## src/rtl/engine_station_pkg.sv

```systemverilog
// Shared types and helpers for the multi-engine ring station.
package engine_station_pkg;

  localparam int unsigned PC_WIDTH_DEF         = 8;
  localparam int unsigned CC_ID_BITS_DEF       = 2;
  localparam int unsigned FIFO_COUNT_WIDTH_DEF = 6;
  localparam int unsigned FIFO_DEPTH_DEF       = 1 << FIFO_COUNT_WIDTH_DEF;
  localparam int unsigned MAX_ENGINES          = 32;

  typedef struct packed {
    logic [CC_ID_BITS_DEF-1:0] cc_id;
    logic [PC_WIDTH_DEF-1:0]   pc;
  } item_t;

  function automatic int unsigned fifo_depth(input int unsigned count_width);
    return 1 << count_width;
  endfunction

  // One-hot grant for the first requester at or after ptr, wrapping modulo n.
  function automatic logic [MAX_ENGINES-1:0] rr_pick(
    input logic [MAX_ENGINES-1:0] req,
    input int                     ptr,
    input int                     n
  );
    logic [MAX_ENGINES-1:0] grant;
    logic                   found;
    int                     idx;
    grant = '0;
    found = 1'b0;
    for (int i = 0; i < MAX_ENGINES; i++) begin
      idx = (ptr + i) % n;
      if (i < n && !found && req[idx[4:0]]) begin
        grant[idx[4:0]] = 1'b1;
        found           = 1'b1;
      end
    end
    return grant;
  endfunction

endpackage

```

## src/rtl/station_cc_fifo.sv

```systemverilog
// Circular output FIFO with a per-character-context occupancy counter.
module station_cc_fifo
  import engine_station_pkg::*;
#(
  parameter int unsigned W           = 10,
  parameter int unsigned CC_ID_BITS  = 2,
  parameter int unsigned COUNT_WIDTH = 6
) (
  input  logic                       clk,
  input  logic                       rst,
  input  logic                       wr_en,
  input  logic [W-1:0]               wr_data,
  output logic                       wr_ok,
  output logic                       out_valid,
  output logic [W-1:0]               out_data,
  input  logic                       out_ready,
  output logic [COUNT_WIDTH:0]       count,
  output logic [2**CC_ID_BITS-1:0]   cc_busy,
  output logic                       is_full
);

  localparam int unsigned DEPTH = fifo_depth(COUNT_WIDTH);
  localparam int unsigned CC    = 2**CC_ID_BITS;
  localparam logic [COUNT_WIDTH:0] ONE = (COUNT_WIDTH+1)'(1);

  logic [W-1:0]             mem [DEPTH];
  logic [COUNT_WIDTH-1:0]   wr_ptr_reg;
  logic [COUNT_WIDTH-1:0]   rd_ptr_reg;
  logic [COUNT_WIDTH:0]     count_reg;
  logic                     do_rd;
  logic                     do_wr;
  logic [CC_ID_BITS-1:0]    wr_cc;
  logic [CC_ID_BITS-1:0]    rd_cc;

  assign is_full   = (count_reg == (COUNT_WIDTH+1)'(DEPTH));
  assign out_valid = (count_reg != '0);
  assign out_data  = mem[rd_ptr_reg];
  assign do_rd     = out_valid && out_ready;
  // A read in the same cycle frees the slot, so a full FIFO can still take a write.
  assign wr_ok     = !is_full || do_rd;
  assign do_wr     = wr_en && wr_ok;
  assign wr_cc     = wr_data[W-1 -: CC_ID_BITS];
  assign rd_cc     = out_data[W-1 -: CC_ID_BITS];
  assign count     = count_reg;

  always_ff @(posedge clk) begin
    if (do_wr) mem[wr_ptr_reg] <= wr_data;
  end

  always_ff @(posedge clk or negedge rst) begin
    if (!rst) begin
      wr_ptr_reg <= '0;
      rd_ptr_reg <= '0;
      count_reg  <= '0;
    end else begin
      if (do_wr) wr_ptr_reg <= wr_ptr_reg + 1'b1;
      if (do_rd) rd_ptr_reg <= rd_ptr_reg + 1'b1;
      if (do_wr && !do_rd)      count_reg <= count_reg + ONE;
      else if (do_rd && !do_wr) count_reg <= count_reg - ONE;
    end
  end

  for (genvar gi = 0; gi < CC; gi++) begin : g_cc
    logic [COUNT_WIDTH:0] cnt_reg;
    logic                 inc;
    logic                 dec;
    assign inc = do_wr && (wr_cc == CC_ID_BITS'(gi));
    assign dec = do_rd && (rd_cc == CC_ID_BITS'(gi));
    always_ff @(posedge clk or negedge rst) begin
      if (!rst)              cnt_reg <= '0;
      else if (inc && !dec)  cnt_reg <= cnt_reg + ONE;
      else if (dec && !inc)  cnt_reg <= cnt_reg - ONE;
    end
    assign cc_busy[gi] = (cnt_reg != '0);
  end

endmodule

```

## src/rtl/multi_engine_station.sv

```systemverilog
// Ring station: round-robin dispatch of ring items to N engines, fair merge of
// forwarded ring items and engine results into the downstream output FIFO.
module multi_engine_station
  import engine_station_pkg::*;
#(
  parameter  int unsigned N_ENGINES        = 2,
  parameter  int unsigned PC_WIDTH         = 8,
  parameter  int unsigned CC_ID_BITS       = 2,
  parameter  int unsigned FIFO_COUNT_WIDTH = 6,
  localparam int unsigned W                = PC_WIDTH + CC_ID_BITS,
  localparam int unsigned CC               = 2**CC_ID_BITS
) (
  input  logic                      clk,
  input  logic                      rst,
  input  logic                      ring_in_valid,
  input  logic [W-1:0]              ring_in_data,
  output logic                      ring_in_ready,
  output logic                      ring_out_valid,
  output logic [W-1:0]              ring_out_data,
  input  logic                      ring_out_ready,
  input  logic [N_ENGINES-1:0]      eng_req_valid,
  input  logic [N_ENGINES*W-1:0]    eng_req_data,
  output logic [N_ENGINES-1:0]      eng_req_ready,
  output logic [N_ENGINES-1:0]      eng_disp_valid,
  output logic [N_ENGINES*W-1:0]    eng_disp_data,
  input  logic [N_ENGINES-1:0]      eng_disp_ready,
  input  logic [N_ENGINES-1:0]      eng_running,
  input  logic [N_ENGINES-1:0]      eng_full,
  input  logic [N_ENGINES*CC-1:0]   eng_elab,
  output logic [CC-1:0]             elaborating_chars,
  output logic                      running,
  output logic                      full,
  output logic [FIFO_COUNT_WIDTH:0] fifo_count
);

  localparam int unsigned PW = (N_ENGINES > 1) ? $clog2(N_ENGINES) : 1;

  logic [PW-1:0]          dptr_reg;
  logic [PW-1:0]          eptr_reg;
  logic                   tok_reg;
  logic [MAX_ENGINES-1:0] disp_pick;
  logic [MAX_ENGINES-1:0] eng_pick;
  logic [N_ENGINES-1:0]   disp_sel;
  logic [N_ENGINES-1:0]   eng_sel;
  logic [PW-1:0]          disp_idx;
  logic [PW-1:0]          eng_idx;
  logic [W-1:0]           eng_data;
  logic                   any_disp;
  logic                   disp_fire;
  logic                   ring_fwd;
  logic                   any_eng;
  logic                   ring_win;
  logic                   eng_win;
  logic                   ring_grant;
  logic                   eng_grant;
  logic                   wr_ok;
  logic                   wr_en;
  logic [W-1:0]           wr_data;
  logic [CC-1:0]          cc_busy;
  logic [CC-1:0]          elab_any;
  logic                   fifo_full;

  assign disp_pick = rr_pick(MAX_ENGINES'(eng_disp_ready), int'(dptr_reg), int'(N_ENGINES));
  assign eng_pick  = rr_pick(MAX_ENGINES'(eng_req_valid), int'(eptr_reg), int'(N_ENGINES));
  assign disp_sel  = disp_pick[N_ENGINES-1:0];
  assign eng_sel   = eng_pick[N_ENGINES-1:0];

  if (N_ENGINES < MAX_ENGINES) begin : g_pad
    logic unused_pick_bits;
    assign unused_pick_bits = ^{disp_pick[MAX_ENGINES-1:N_ENGINES],
                                eng_pick[MAX_ENGINES-1:N_ENGINES]};
  end

  always_comb begin
    disp_idx = '0;
    eng_idx  = '0;
    eng_data = '0;
    for (int i = 0; i < N_ENGINES; i++) begin
      if (disp_sel[i]) disp_idx = PW'(i);
      if (eng_sel[i]) begin
        eng_idx  = PW'(i);
        eng_data = eng_req_data[i*W +: W];
      end
    end
  end

  assign any_disp  = rst && (|eng_disp_ready);
  assign disp_fire = rst && ring_in_valid && any_disp;
  assign ring_fwd  = rst && ring_in_valid && !any_disp;
  assign any_eng   = rst && (|eng_req_valid);

  // tok=0 favours the ring-forward item, tok=1 favours engine output.
  assign ring_win   = !any_eng || !tok_reg;
  assign eng_win    = !ring_fwd || tok_reg;
  assign ring_grant = ring_fwd && ring_win && wr_ok;
  assign eng_grant  = any_eng && eng_win && wr_ok;
  assign wr_en      = ring_grant || eng_grant;
  assign wr_data    = ring_grant ? ring_in_data : eng_data;

  assign ring_in_ready  = rst && (any_disp || (wr_ok && ring_win));
  assign eng_req_ready  = eng_grant ? eng_sel : '0;
  assign eng_disp_valid = (rst && ring_in_valid) ? disp_sel : '0;
  assign eng_disp_data  = {N_ENGINES{ring_in_data}};

  always_ff @(posedge clk or negedge rst) begin
    if (!rst) begin
      dptr_reg <= '0;
      eptr_reg <= '0;
      tok_reg  <= 1'b0;
    end else begin
      if (disp_fire)
        dptr_reg <= (disp_idx == PW'(N_ENGINES-1)) ? '0 : disp_idx + 1'b1;
      if (eng_grant)
        eptr_reg <= (eng_idx == PW'(N_ENGINES-1)) ? '0 : eng_idx + 1'b1;
      if (ring_fwd && any_eng && wr_ok)
        tok_reg <= !tok_reg;
    end
  end

  station_cc_fifo #(
    .W           (W),
    .CC_ID_BITS  (CC_ID_BITS),
    .COUNT_WIDTH (FIFO_COUNT_WIDTH)
  ) u_fifo (
    .clk       (clk),
    .rst       (rst),
    .wr_en     (wr_en),
    .wr_data   (wr_data),
    .wr_ok     (wr_ok),
    .out_valid (ring_out_valid),
    .out_data  (ring_out_data),
    .out_ready (ring_out_ready),
    .count     (fifo_count),
    .cc_busy   (cc_busy),
    .is_full   (fifo_full)
  );

  always_comb begin
    elab_any = cc_busy;
    for (int e = 0; e < N_ENGINES; e++) elab_any = elab_any | eng_elab[e*CC +: CC];
  end

  assign elaborating_chars = rst ? elab_any : '0;
  assign running = rst && ((fifo_count != '0) || ring_in_valid || (|eng_running));
  assign full    = rst && fifo_full && (&eng_full);

endmodule
```

## config.mk

```make
export PLATFORM = sky130hd
export DESIGN_NAME = multi_engine_station
export DESIGN_NICKNAME = d
export VERILOG_FILES = /design/src/rtl/engine_station_pkg.sv /design/src/rtl/station_cc_fifo.sv /design/src/rtl/multi_engine_station.sv
export SDC_FILE = /design/constraint.sdc
export NUM_CORES = 1
export LEC_CHECK = 0
export ABC_AREA = 1
export CAP_MARGIN = 25
export CORE_UTILIZATION = 30
export DETAILED_ROUTE_END_ITERATION = 7
export PLACE_DENSITY = 0.49
export REMOVE_ABC_BUFFERS = 1
export SLEW_MARGIN = 10
export SYNTH_ARGS = -nofsm -noshare
export SYNTH_HDL_FRONTEND = slang
export SYNTH_SLANG_ARGS = --single-unit
export TNS_END_PERCENT = 20
```

## constraint.sdc

```tcl
create_clock -name clk -period 6.6 [get_ports clk]
set_input_delay 0.99 -clock clk [delete_from_list [all_inputs] [get_ports clk]]
set_output_delay 0.99 -clock clk [all_outputs]
set_load 0.005 [all_outputs]
```

# Word level (Yosys, flattened, before mapping)
# Memory sizes are Yosys's and may differ from the RTL's.
# Index checks and enable logic that the tools add are counted.
# Widths: inputs -> output; s select.
[word_totals]
wordCells = 174
rom_bits = 0
ff_bits = 50
latch_bits = 0
input_bits = 50
n_memories = 1
ramBits = 640
[memory_table]
columns = ["name", "words", "width", "rd", "rd_ports_with_merged_regs", "wr", "line", "source"]
rows = [
  ["u_fifo.mem", 64, 10, 1, 0, 1, "station_cc_fifo.sv:26", "logic [W-1:0] mem [DEPTH];"],
]
[classes]
reduce_logical = 82
add_sub_neg = 16
magnitude_cmp = 8
n_div = 0
mux = 44
shifts = 0
mul = 0
bitwise = 6
eq_ne = 7
[ops]
columns = ["cell", "n"]
rows = [
  ["$mux 7", 10],
  ["$logic_and 1x1->1", 42],
  ["$add 7x1->7 const B", 5],
  ["$reduce_bool 7->1", 5],
  ["$sub 7x1->7 const B", 5],
  ["$mux 10", 3],
  ["$mux 1", 18],
  ["$logic_not 1->1", 17],
  ["$add 6x1->6 const B", 2],
  ["$lt 1x6->1 const B", 2],
  ["$lt 5x6->1 const B", 2],
  ["$mux 2", 6],
  ["$ge 5x1->1 const B", 2],
  ["$reduce_bool 2->1", 5],
  ["$eq 2x2->1 const B", 4],
  ["$or 4x4->4", 2],
  ["$eq 7x7->1 const B", 1],
  ["$logic_or 1x1->1", 7],
  ["$reduce_or 2->1", 3],
  ["$add 1x1->1 const B", 4],
  ["$bmux 1 s2", 2],
  ["$demux 1 s2", 2],
  ["$eq 2x1->1 const B", 2],
  ["$logic_not 2->1", 2],
  ["other kinds (6)", 10],
]

# Longest topological paths before layout
[depth]
ltp_word = 17
mapped_depth = 23
mapped_depth_nobuf = 22

# By module
# Synthesis repeated with hierarchy kept, for this count alone.
[unflattened]
cells_unflattened = 2606
area_unflattened_um2 = 29777.3
[by_module_without_submodules]
columns = ["module", "n_inst", "seq_area_each_um2", "area_each_um2", "cells_each"]
rows = [
  ["station_cc_fifo", 1, 20394.6, 28984.0, 2456],
  ["multi_engine_station", 1, 75.1, 793.3, 150],
]

# Worst setup path after synthesis
# OpenSTA, ideal clock, no wires.
[synth_timing]
path_kind = "input port to flip-flop"
start = "input port eng_disp_ready[1]"
end = "register u_fifo.g_cc[3].cnt_reg[5]"
arrival_ns = 4.259
cell_stages = 20
t_required_ns = 6.518
setup_slack_ns = 2.259
cell_sequence = "nor2_1 > nand3_1 > inv_1 > nand2_1 > inv_1 > nand2_1 > buf_4 > o21ai_2 > inv_1 > nor2_1 > ha_1 > inv_1 > ha_1 > nand3_1 > nand2_1 > nand2_1 > nand2_1 > a21oi_1 > or2_2 > a31oi_1"
[synth_via]
word_cells_on_any_way = 20
classes_between = "eq/ne: 1; mux: 2; reduce/logical: 17"
[synth_rtl]
columns = ["item", "line", "source"]
rows = [
  ["from (decl)", "multi_engine_station.sv:26", "input logic [N_ENGINES-1:0] eng_disp_ready,"],
  ["$reduce_or 2->1 (*)", "multi_engine_station.sv:87", "assign any_disp = rst && (|eng_disp_ready);"],
  ["$logic_and 1x1->1 (*)", "multi_engine_station.sv:87", ""],
  ["$logic_not 1->1 (*)", "multi_engine_station.sv:89", "assign ring_fwd = rst && ring_in_valid && !any_disp;"],
  ["$logic_and 1x1->1 (*)", "multi_engine_station.sv:89", ""],
  ["$logic_and 1x1->1 (*) (2 in a row)", "multi_engine_station.sv:95", "assign ring_grant = ring_fwd && ring_win && wr_ok;"],
  ["$mux 10 (*)", "multi_engine_station.sv:98", "assign wr_data = ring_grant ? ring_in_data : eng_data;"],
  ["via u_fifo.wr_data[8]", "station_cc_fifo.sv:12", "input logic [W-1:0] wr_data,"],
  ["$eq 2x2->1 (*)", "station_cc_fifo.sv:67", "assign inc = do_wr && (wr_cc == CC_ID_BITS'(gi));"],
  ["$logic_and 1x1->1 (*)", "station_cc_fifo.sv:67", ""],
  ["$logic_not 1->1", "station_cc_fifo.sv:72", "else if (dec && !inc) cnt_reg <= cnt_reg - ONE;"],
  ["$logic_and 1x1->1", "station_cc_fifo.sv:72", ""],
  ["$reduce_bool 2->1 (no line)", "--", ""],
  ["to (signal assigned)", "station_cc_fifo.sv:71", "else if (inc && !dec) cnt_reg <= cnt_reg + ONE;"],
  ["to (signal assigned)", "station_cc_fifo.sv:72", ""],
  ["to (decl)", "station_cc_fifo.sv:64", "logic [COUNT_WIDTH:0] cnt_reg;"],
]
# Mark *: on every way through the listed nets, which the timed path passes. The rest lies on a longest branch.
# A chain may end at the register's enable or synchronous reset.

# Final worst setup path
[layout_timing]
start = "register u_fifo.rd_ptr_reg[1]"
end = "output port ring_out_data[4]"
[layout_via]
elab_chain_len = 1
[layout_rtl]
columns = ["item", "line", "source"]
rows = [
  ["from (decl)", "station_cc_fifo.sv:28", "logic [COUNT_WIDTH-1:0] rd_ptr_reg;"],
  ["from (signal assigned)", "station_cc_fifo.sv:57", "if (do_rd) rd_ptr_reg <= rd_ptr_reg + 1'b1;"],
  ["$mem_v2 64x10", "--", ""],
  ["to (decl)", "multi_engine_station.sv:19", "output logic [W-1:0] ring_out_data,"],
]
# Every way passes these cells.

==> impl_results.md <==
- Status: complete, no violations
- HPWL Detailed: about 50000 um
- Total power: approximately 15 mW
- Met3 usage: under 10%
- Async set-reset flop share out of synthesis: 7.246%
- Drt wl/cell: roughly 21 um
- Final setup fails: 0
- Initial Utilization: a little under a third
- Crit-path max FO: 49
- Synth top area cells: edfxtp_1, nand2_1, nor2_1, o21ai_0, dfrtp_1
- Synth Flop Type: edfxtp_1
- Die span in y: approximately 320 um
- Worst-path cell chain: clkinv_2 -> buf_12 -> nand3_1 -> nand2_1 -> a31oi_1 -> nor3_1 -> nand2_1 -> nand3_1 -> nand2_1 -> clkdlybuf4s50_1
- Net Switching: 5.792 mW
- Clock Skews: 0.02210 ns
- Cell leakage power: roughly 12 nW
- CP startpoint kind: flip-flop
- Worst hold-check path type: reg2reg
- Mean Syn Cell Area: approximately 11 um^2
- Core Rows: roughly 110
- Max_cap viols: 0
- Area growth syn-to-layout: 17.55%
- Ratio of cells with drive above 1 in the final layout: 8.859%
- Critical path type: reg2out
- YS warnings: 0
- Detailed-route via count: 19790
- Reg power frac: a little over a third
- RSZ-0062 raised after global routing: false
- Inserted Clock Buffers: just under 80
- Chip width: about 320 um
- Most used cell, CP: nand2_1
- Worst Path Required: 5.61 ns
- Int Power: between 9 and 10 mW
- Pre-CTS WS: about 1.6 ns
- Final WL: approximately 83000 um
- Cell variety after synth: 38
- Max-Slew Margin vs Limit: a little under a third
- Clock root buffer: clkbuf_16
- Buffers on Ports: approximately 100
- Avg Vias per Cell: between 4 and 5
- Top cell type's share of synthesized area: 65.03%
- DRC errors left: 0
- Final ANT Viol Nets: 0
- Later-pin clock latency in the skew report: ~0.62 ns
- GR peak layer: met2
- Final Hold Fails: 0
- Number of global-route vias before repair: about 20000
- Boundary pin count: 99
- Grt total ovfl: 0
- Post-CTS setup buffers: 0
- Drt initial violations: about 1600
- Min Tclk post-route: a little over 5 ns
- H-tree depth: 3
- # resized after CTS: 0
- Ant diodes: 0
- Cells after synthesis: 2574
- CP arrival: a little over 4 ns
- # hold bufs at CTS: 0
- Sequential fraction of the synthesis area: roughly 70%
- Pwr dens: between 400 and 500 nW/um^2
- CTS tree: built
- Max Clock Freq: 0.1958 GHz
- Crit path largest cell delay: 0.69 ns
- Met1 Use GR: roughly a quarter
- Fin crit share: approximately 77%
- Register bit count reported by yosys: 690
- Total global routing track utilization: between 10% and 20%
- Initial antenna violation count: 1
- Maximum VDD drop: 326.2 uV
- Filler cell count: between 9000 and 10000
- DRT Pass-1 Iters: 5
- Met2 Resource Use GR: 27.25%
- Clock buffer depth: 3
- Largest register FFs: 640
- Cell taking the most area after synthesis: edfxtp_1
- Clock Pin Slew Worst Setup and Hold Paths: 0.06 ns
- Nets@finish: ~2800
- Full die area: 99770 um^2
- Comb pwr share: 36.5%
- Sink Count: 690
- Clock power share: ~28%
- RePlAce Congestion: 0.8322
- Largest net degree at the start of global routing: 148
- First-pass GRT wire length: 126200 um
- Mapped cell area: 29550 um^2
- Core Region: a little under 100000 um^2
- Slowest-stage cell, CP: dfrtp_4
- Slew Limit Fails: 0
- Number of flops mapped to enable cells by yosys: 640
- Actual slew at the worst max-slew pin: around 1.0 ns
- CP Capture Type: output port
- Hold WS: between 0.5 and 0.6 ns
- Sw Ratio: 38.18%
- Setup ws final: between 1 and 1.5 ns
-- through the flow --
| step | std cells | utilization (%) | setup TNS (ns) | cell area, um^2 |
|---|---|---|---|---|
| after CTS | 4012 | 35.68 | 0 | 34660 |
| final | 4019 | 35.77 | 0 | 34740 |
| after global routing | 4019 | 35.77 | 0 | 34740 |
| after global placement | 3874 | 33.09 | 0 | 32140 |
| after detailed placement | 3879 | 33.14 | 0 | 32190 |
| after floorplan | 2415 | - | -197.36 | 28680 |
-- synthesized netlist by cell type (3+ instances only) --
library cell / count
clkinv_1: 3
clkbuf_1: 63
a41oi_1: 3
a31oi_1: 17
a21oi_1: 52
buf_6: 6
o21ai_0: 260
nor4_1: 5
nand4_1: 13
or2_2: 10
o211ai_1: 68
buf_4: 51
ha_1: 34
nor2_1: 426
inv_1: 111
buf_1: 7
nand2_1: 427
xor2_1: 20
fa_1: 5
xnor2_1: 6
buf_2: 32
o21ai_1: 10
o22ai_1: 43
nor3_1: 7
dfrtp_1: 50
nand3_1: 179
edfxtp_1: 640
nand3b_1: 6
o221ai_1: 8
-- layout by cell type, fill, tap and decap left out, types with 2 or more instances in the layout --
cell             Yosys  routed
a211oi_1             2       2
a21oi_1             52      52
a31oi_1             17       9
a31oi_4              0       8
a41oi_1              3       3
buf_12               0      10
buf_4               51      86
bufinv_16            0       5
clkbuf_1            63      12
clkbuf_16            0      80
clkbuf_8             0       5
clkdlybuf4s50_1      0      97
clkinv_1             3       9
clkinv_2             0      12
clkinv_4             0       4
clkinvlp_4           0       5
dfrtp_1             50      47
dfrtp_4              0       2
edfxtp_1           640     640
fa_1                 5       5
ha_1                34      34
inv_1              111     111
inv_6                0       4
nand2_1            427     426
nand2_2              2       3
nand3_1            179     179
nand3b_1             6       6
nand4_1             13      13
nor2_1             426     426
nor3_1               7       7
nor4_1               5       5
o211ai_1            68      68
o21ai_0            260     260
o21ai_1             10      10
o221ai_1             8       8
o22ai_1             43      43
or2_2               10      10
xnor2_1              6       6
xor2_1              20      20
-- per-layer routing --
layer  share of wire [%]  vias up  routed length (um)
li1                    -     9324                   -
met1                  45     9805               37570
met2                  47      547               39090
met3                 5.8      118                4877
met4                 2.3        0                1938
met5                   0        -                   0
-- power groups by stage --
stage               clock, mW  sequential (mW)  combinational [mW]
global route             4.44             5.47                6.15
floorplan                   0             5.73                3.12
global placement            0             5.51                5.46
CTS                      4.28             5.43                5.56
detailed placement          0             5.52                5.54
finish                   4.20             5.44                5.54
-- critical path: cells and delay by family, from the launching register on --
family                 cells  cell delay [ns]
buffers and inverters      3             1.58
DFF                        1             0.69
and+or+nand+nor            6             0.85
AOI/OAI and AO/OA          1             0.32
-- worst paths after layout --
kind | from | slack, ns | to | cells after the start
setup / recovery | u_fifo.rd_ptr_reg[1] | 1.49 | ring_out_data[4] | 10
hold / removal | u_fifo.g_cc[2].cnt_reg[0] | 0.50 | u_fifo.g_cc[2].cnt_reg[0] | 1
setup reg to reg | u_fifo.rd_ptr_reg[1] | 1.95 | u_fifo.g_cc[2].cnt_reg[6] | 21
hold reg to reg | u_fifo.g_cc[2].cnt_reg[0] | 0.50 | u_fifo.g_cc[2].cnt_reg[0] | 1
max in group asynchronous | rst | 5.74 | eptr_reg | 2
min in group asynchronous | rst | 0.55 | u_fifo.g_cc[3].cnt_reg[5] | 2
-- logic make-up after synthesis --
kind of cell | share of synthesized area (%)
AOI/OAI and AO/OA | 8.857
adders and majority gates | 1.778
and+or+nand+nor | 14.91
DFF | 69.26
buffers and inverters | 4.428
xor gates and xnor gates | 0.7705
-- final cells by class --
cell class                      count  area (um^2)  area share (%)
Clock buffer                       97         2116           6.090
Multi-Input combinational cell   1609         7906           22.76
Sequential cell                   690        20480           58.94
Tap cell                         1276         1597           4.595
Timing Repair Buffer              195         1849           5.323
Clock inverter                     36        351.6           1.012
Inverter                          116        444.2           1.278
No activity file was read; power rests on OpenSTA's default activity.
